File: config.mk
export PLATFORM = sky130hd
export DESIGN_NAME = trig_sched
export DESIGN_NICKNAME = d
export VERILOG_FILES = /design/src/rtl/trig_pkg.sv /design/src/rtl/trig_rr_arbiter.sv /design/src/rtl/trig_sched.sv
export SDC_FILE = /design/constraint.sdc
export NUM_CORES = 2
export LEC_CHECK = 0
export BUFFER_PORTS_ARGS = -buffer_cell sky130_fd_sc_hd__buf_2
export CORE_UTILIZATION = 36
export DETAILED_ROUTE_END_ITERATION = 10
export PLACE_DENSITY_LB_ADDON = 0.15
export SLEW_MARGIN = 20
export SYNTH_ARGS = -nofsm -noshare
export SYNTH_HDL_FRONTEND = slang
export SYNTH_HIERARCHICAL = 1
export SYNTH_SLANG_ARGS = --single-unit
File: constraint.sdc
create_clock -name clk -period 8.4 [get_ports clk]
set_input_delay 1.68 -clock clk [delete_from_list [all_inputs] [get_ports clk]]
set_output_delay 1.68 -clock clk [all_outputs]
set_load 0.02 [all_outputs]
File: src/rtl/trig_pkg.sv
// Shared constants, FSM state type and angle helper for the trig scheduler.
package trig_pkg;

  localparam int unsigned ANGLE_W = 32;
  localparam int unsigned LUT_AW  = 12;
  localparam int unsigned GRAD_W  = 32;
  localparam int unsigned OUT_W   = 64;

  // Quarter of a full turn; sine is served as cos(angle - QUARTER_TURN).
  localparam logic [ANGLE_W-1:0] QUARTER_TURN = ANGLE_W'(1) << (ANGLE_W - 2);

  typedef enum logic [1:0] {
    ST_IDLE,
    ST_LUT,
    ST_MAC,
    ST_RESP
  } state_t;

  // Effective cosine angle for a request; subtraction wraps modulo one turn.
  function automatic logic [ANGLE_W-1:0] eff_angle(input logic [ANGLE_W-1:0] angle,
                                                   input logic               is_sin);
    return is_sin ? (angle - QUARTER_TURN) : angle;
  endfunction

endpackage

File: src/rtl/trig_rr_arbiter.sv
// Round-robin arbiter: combinational grant searched from the pointer, pointer register.
module trig_rr_arbiter #(
  parameter int unsigned N = 4
) (
  input  logic                 clk,
  input  logic                 rst,
  input  logic [N-1:0]         req,
  input  logic                 advance,
  output logic [N-1:0]         grant,
  output logic [$clog2(N)-1:0] grant_idx,
  output logic                 any
);

  localparam int unsigned IW = $clog2(N);

  logic [IW-1:0] ptr;
  int unsigned   j;

  // First requesting port at or after the pointer, wrapping.
  always_comb begin
    grant     = '0;
    grant_idx = '0;
    any       = 1'b0;
    j         = 0;
    for (int unsigned k = 0; k < N; k++) begin
      j = (32'(ptr) + k) % N;
      if (!any && req[IW'(j)]) begin
        any       = 1'b1;
        grant_idx = IW'(j);
      end
    end
    if (any) grant = N'(1) << grant_idx;
  end

  // Pointer moves just past the port that won.
  always_ff @(posedge clk or posedge rst) begin
    if (rst) begin
      ptr <= '0;
    end else if (advance && any) begin
      ptr <= (grant_idx == IW'(N - 1)) ? '0 : grant_idx + IW'(1);
    end
  end

endmodule

File: src/rtl/trig_sched.sv
// Time-shares one piecewise-linear cosine datapath between N_REQ requesters.
module trig_sched
  import trig_pkg::*;
#(
  parameter int unsigned N_REQ = 4
) (
  input  logic                     clk,
  input  logic                     rst,
  input  logic [N_REQ-1:0]         req_valid,
  output logic [N_REQ-1:0]         req_ready,
  input  logic [N_REQ*ANGLE_W-1:0] req_angle,
  input  logic [N_REQ-1:0]         req_sin,
  output logic [LUT_AW-1:0]        lut_addr,
  input  logic [GRAD_W-1:0]        lut_grad,
  input  logic [OUT_W-1:0]         lut_icpt,
  output logic                     resp_valid,
  input  logic                     resp_ready,
  output logic [$clog2(N_REQ)-1:0] resp_id,
  output logic [OUT_W-1:0]         resp_data
);

  localparam int unsigned IDW = $clog2(N_REQ);

  state_t             state;
  logic [ANGLE_W-1:0] eff;
  logic [IDW-1:0]     id_q;

  logic [N_REQ-1:0]   grant;
  logic [IDW-1:0]     grant_idx;
  logic               any;

  logic [ANGLE_W-1:0] sel_angle;
  logic               sel_sin;
  logic [ANGLE_W-1:0] new_eff;
  logic [OUT_W-1:0]   grad_ext;
  logic [OUT_W-1:0]   ang_ext;
  logic [OUT_W-1:0]   mac;

  trig_rr_arbiter #(.N(N_REQ)) u_arb (
    .clk       (clk),
    .rst       (rst),
    .req       (req_valid),
    .advance   (state == ST_IDLE),
    .grant     (grant),
    .grant_idx (grant_idx),
    .any       (any)
  );

  // Handshake only while idle, so the grant pulses for exactly the accepting cycle.
  assign req_ready = (state == ST_IDLE) ? grant : '0;

  // Select the granted port's angle and sine flag.
  always_comb begin
    sel_angle = '0;
    sel_sin   = 1'b0;
    for (int unsigned i = 0; i < N_REQ; i++) begin
      if (grant_idx == IDW'(i)) begin
        sel_angle = req_angle[i*ANGLE_W +: ANGLE_W];
        sel_sin   = req_sin[i];
      end
    end
  end

  assign new_eff = eff_angle(sel_angle, sel_sin);

  // Multiply-add; the low OUT_W bits of the product are all the truncated sum needs.
  assign grad_ext = {{(OUT_W - GRAD_W){lut_grad[GRAD_W-1]}}, lut_grad};
  assign ang_ext  = {{(OUT_W - ANGLE_W){1'b0}}, eff};
  assign mac      = lut_icpt + grad_ext * ang_ext;

  // Request -> LUT read -> multiply-add -> response sequencer.
  always_ff @(posedge clk or posedge rst) begin
    if (rst) begin
      state      <= ST_IDLE;
      eff        <= '0;
      id_q       <= '0;
      lut_addr   <= '0;
      resp_valid <= 1'b0;
      resp_id    <= '0;
      resp_data  <= '0;
    end else begin
      case (state)
        ST_IDLE: begin
          if (any) begin
            eff      <= new_eff;
            id_q     <= grant_idx;
            lut_addr <= new_eff[ANGLE_W-1 -: LUT_AW];
            state    <= ST_LUT;
          end
        end
        ST_LUT: begin
          state <= ST_MAC;
        end
        ST_MAC: begin
          resp_data  <= mac;
          resp_id    <= id_q;
          resp_valid <= 1'b1;
          state      <= ST_RESP;
        end
        ST_RESP: begin
          if (resp_ready) begin
            resp_valid <= 1'b0;
            state      <= ST_IDLE;
          end
        end
        default: state <= ST_IDLE;
      endcase
    end
  end

endmodule
==> results.sh <==
export IMPL_status="finished with violations"
export IMPL_violations="negative setup slack"
export IMPL_overflow=0
export IMPL_cts_tree="yes"
export IMPL_synthDistinctLibCells=79
export IMPL_multiInputGateArea_mm2=0.0335
export IMPL_syn2layout_area_growth_pct=19.7
export IMPL_drt_wl_total_um=127000
export IMPL_dr_first_iter_drc_count=1507
export IMPL_ctsHtreeMaxLevel=3
export IMPL_ys_flop_type="dfrtp_1"
export IMPL_post_route_worst_setup_slack_ns=-0.00834
export IMPL_cts_buffer_depth=2
export IMPL_cp_top_family="adder cells"
export IMPL_fin_cells=6229
export IMPL_routed_via_density=4.77
export IMPL_grt_max_degree=74
export IMPL_cp_required_ns=8.68
export IMPL_hold_viol=0
export IMPL_grt_pass1_vias=32900
export IMPL_firstDrtPassIters=5
export IMPL_rsz0062_at_grt="yes"
export IMPL_startpoint_type="input port"
export IMPL_wl_per_cell_um=20.4
export IMPL_gp_congestion=0.904
export IMPL_final_seq_area_mm2=0.00263
export IMPL_portBuffers=317
export IMPL_syn_avg_cell_area_um2=9.39
export IMPL_antenna_found_initial=7
export IMPL_synth_area_mm2=0.0399
export IMPL_seq_area_frac_synth=0.0658
export IMPL_grt_use_total=0.234
export IMPL_maxCapViolCount=0
export IMPL_ant_nets=0
export IMPL_vias=29700
export IMPL_ios=318
export IMPL_final_fill_count=10800
export IMPL_nets=6225
export IMPL_hp_class="flip-flop to flip-flop"
export IMPL_cp_end_kind="flip-flop"
export IMPL_cp_common_cell="fa_1"
export IMPL_cts_root_buf="clkbuf_16"
export IMPL_ys_seq_elements=105
export IMPL_syn_nets=5733
export IMPL_max_stage_delay_ns=0.57
export IMPL_drv_slew=0
export IMPL_worst_pin_slew_ns=0.985
export IMPL_num_rows=121
export IMPL_worstPathArrival_ns=8.69
export IMPL_yosys_warnings=6
export IMPL_slew_headroom=0.344
export IMPL_cts_sinks=105
export IMPL_post_route_period_util=1.00
export IMPL_placed_cells=6160
export IMPL_cts_buffers=9
export IMPL_skew_ns=0.0145
export IMPL_synth_async_sr_flop_share=1.00
export IMPL_grt_pass1_wl_um=199000
export IMPL_initial_utilization=0.365
export IMPL_die_y_um=335
export IMPL_crit_type="input port to flip-flop"
export IMPL_synth_edf_count=0
export IMPL_post_dp_hpwl_um=109000
export IMPL_fmax_ghz=0.119
export IMPL_finalCriticalPeriod_ns=8.41
export IMPL_crit_buf_inv=8
export IMPL_netlist_instances=4254
export IMPL_drc=0
export IMPL_drive_gt1_frac=0.226
export IMPL_die_area_mm2=0.112
export IMPL_die_w_um=335
export IMPL_clk_pin_slew_worst_paths_ns=0.09
export IMPL_setup_viol=1
export IMPL_crit_path_max_fanout=5
export IMPL_clkLatencyLatePin_ns=0.39
export IMPL_cp_slowest_cell="fa_1"
export IMPL_core_mm2=0.109
per-layer routing:
metal	vias to the layer above	track usage	part of all wire
met4	4	0.0440	0.018
met5	-	0.00521	0.00071
met1	15400	0.327	0.45
met2	746	0.377	0.47
met3	96	0.0473	0.062
li1	13400	-	-
flip-flops by register name, summed over array words and instances, names as in the netlist:
signal      cells
state           2
resp_valid      1
resp_id         2
lut_addr       12
eff            20
u_arb/ptr       2
resp_data      64
id_q            2
cell families after synthesis:
logic type                 after synthesis  share of synthesized area
AOI/OAI and AO/OA                      241                     0.0404
and+or+nand+nor                       1225                      0.149
xor gates and xnor gates                55                     0.0121
DFF                                    105                     0.0658
adders and majority gates             1244                      0.570
buffers and inverters                 1268                      0.121
muxes                                  116                     0.0421
path summary, 6_finish.rpt:
kind                               startpoint       endpoint  slack (ns)  depth (start not counted)
worst max-delay path              lut_grad[1]  resp_data[41]      -0.008                         27
worst min-delay path            resp_data[56]  resp_data[56]        0.49                          1
worst max register to register    lut_addr[2]  resp_data[63]        0.50                         24
worst min register to register  resp_data[56]  resp_data[56]        0.49                          1
max in group asynchronous                 rst   lut_addr[11]        5.72                          3
min in group asynchronous                 rst   u_arb/ptr[0]        1.15                          2
cell usage after synthesis, types with 3 or more instances:
| cell | instances | area share |
|---|---|---|
| fa_1 | 960 | 0.48 |
| inv_1 | 1016 | 0.095 |
| o221ai_1 | 4 | 0.00088 |
| nor3_1 | 10 | 0.0013 |
| and3_1 | 5 | 0.00078 |
| o21ai_0 | 32 | 0.0040 |
| dfrtp_1 | 105 | 0.066 |
| buf_1 | 11 | 0.0010 |
| nand3_1 | 18 | 0.0023 |
| nor2_1 | 58 | 0.0055 |
| a21oi_1 | 75 | 0.0094 |
| clkbuf_1 | 214 | 0.020 |
| o21ai_1 | 15 | 0.0019 |
| ha_1 | 284 | 0.089 |
| xnor2_1 | 38 | 0.0083 |
| xor2_1 | 17 | 0.0037 |
| a31oi_1 | 10 | 0.0016 |
| mux4_2 | 33 | 0.019 |
| and2_1 | 433 | 0.068 |
| o21a_1 | 9 | 0.0017 |
| o211ai_1 | 8 | 0.0015 |
| a211oi_1 | 6 | 0.0011 |
| a2111oi_2 | 3 | 0.0011 |
| a21boi_0 | 3 | 0.00056 |
| a221o_1 | 3 | 0.00075 |
| mux2_2 | 79 | 0.022 |
| nor2b_1 | 8 | 0.0013 |
| nand4_1 | 17 | 0.0027 |
| nand2_1 | 635 | 0.060 |
| nand2b_1 | 17 | 0.0027 |
| a21o_1 | 26 | 0.0049 |
| o31ai_1 | 5 | 0.00094 |
| o21bai_1 | 10 | 0.0019 |
| buf_2 | 13 | 0.0016 |
| and2_2 | 4 | 0.00075 |
| and4_1 | 5 | 0.0011 |
| a41oi_1 | 4 | 0.00088 |
| buf_4 | 12 | 0.0023 |
layout by cell type, fill, tap and decap left out, types with 10 or more instances in the layout:
master     netlist  final
buf_2           13    292
a21oi_2          0     13
ha_4             0     22
dfrtp_1        105    105
nand3_1         18     16
buf_4           12    340
clkbuf_16        0     18
and2_1         433    425
mux4_2          33     33
inv_1         1016    987
nand4_1         17     17
a21o_1          26     26
a21oi_1         75     54
o21ai_2          1     13
buf_12           0     45
nor2_1          58     53
fa_2             0     44
buf_8            0     11
nand2b_1        17     17
buf_6            1     33
xor2_1          17     15
fa_1           960    916
o21bai_1        10     10
xnor2_1         38     34
inv_2            1     29
o21ai_0         32     20
nand2_1        635    624
ha_1           284    262
o21ai_1         15     11
mux2_2          79     77
worst register-to-register path, stage by stage, from the launching register on:
cell       delay (ns)
dfrtp_1          0.87
buf_4            0.32
nand2_1          0.09
fa_1             0.53
inv_1            0.05
fa_1             0.50
fa_1             0.53
fa_1             0.52
fa_1             0.51
inv_1            0.06
fa_2             0.62
fa_2             0.46
fa_1             0.49
inv_1            0.05
ha_1             0.35
nand2_1          0.13
nor3_4           0.21
nand3_1          0.11
a31oi_1          0.22
nor2_2           0.10
a2111oi_4        0.41
buf_4            0.18
o2111ai_2        0.11
and4_1           0.18
o31ai_1          0.22
metrics by stage:
step           hold slack, ns  setup TNS [ns]   util  cell area, µm²  setup WS, ns
6_report                0.491        -0.00834  0.437           47800      -0.00834
3_3_place_gp            0.470          -21.94  0.417           45600        -0.766
3_5_place_dp            0.472          -22.42  0.417           45600        -0.836
5_1_grt                 0.512           -2.27  0.437           47800        -0.167
2_1_floorplan           0.474         -0.0207      -           40000       -0.0207
4_1_cts                 0.491          -0.104  0.424           46400       -0.0597
layout make-up:
class                      count  share of cell area
multi-input combinational   2881               0.700
timing repair buffer         732               0.120
inverter                    1017              0.0799
sequential                   105              0.0549
tap                         1476              0.0386
clock buffer                  10             0.00500
clock inverter                 6             0.00149
antenna                        2            0.000105
what timing repair did:
item / CTS / global route
pin swaps: 47 / 139
gates cloned: 1 / 9
setup endpoints to repair: 34 / 36
gates resized for setup: 88 / 249
hold buffers: 0 / 0
buffers inserted: 7 / 35
Power is left out: the tool's default activity adds up to more than one toggle a clock period on the data nets, which glitch-free logic cannot reach.
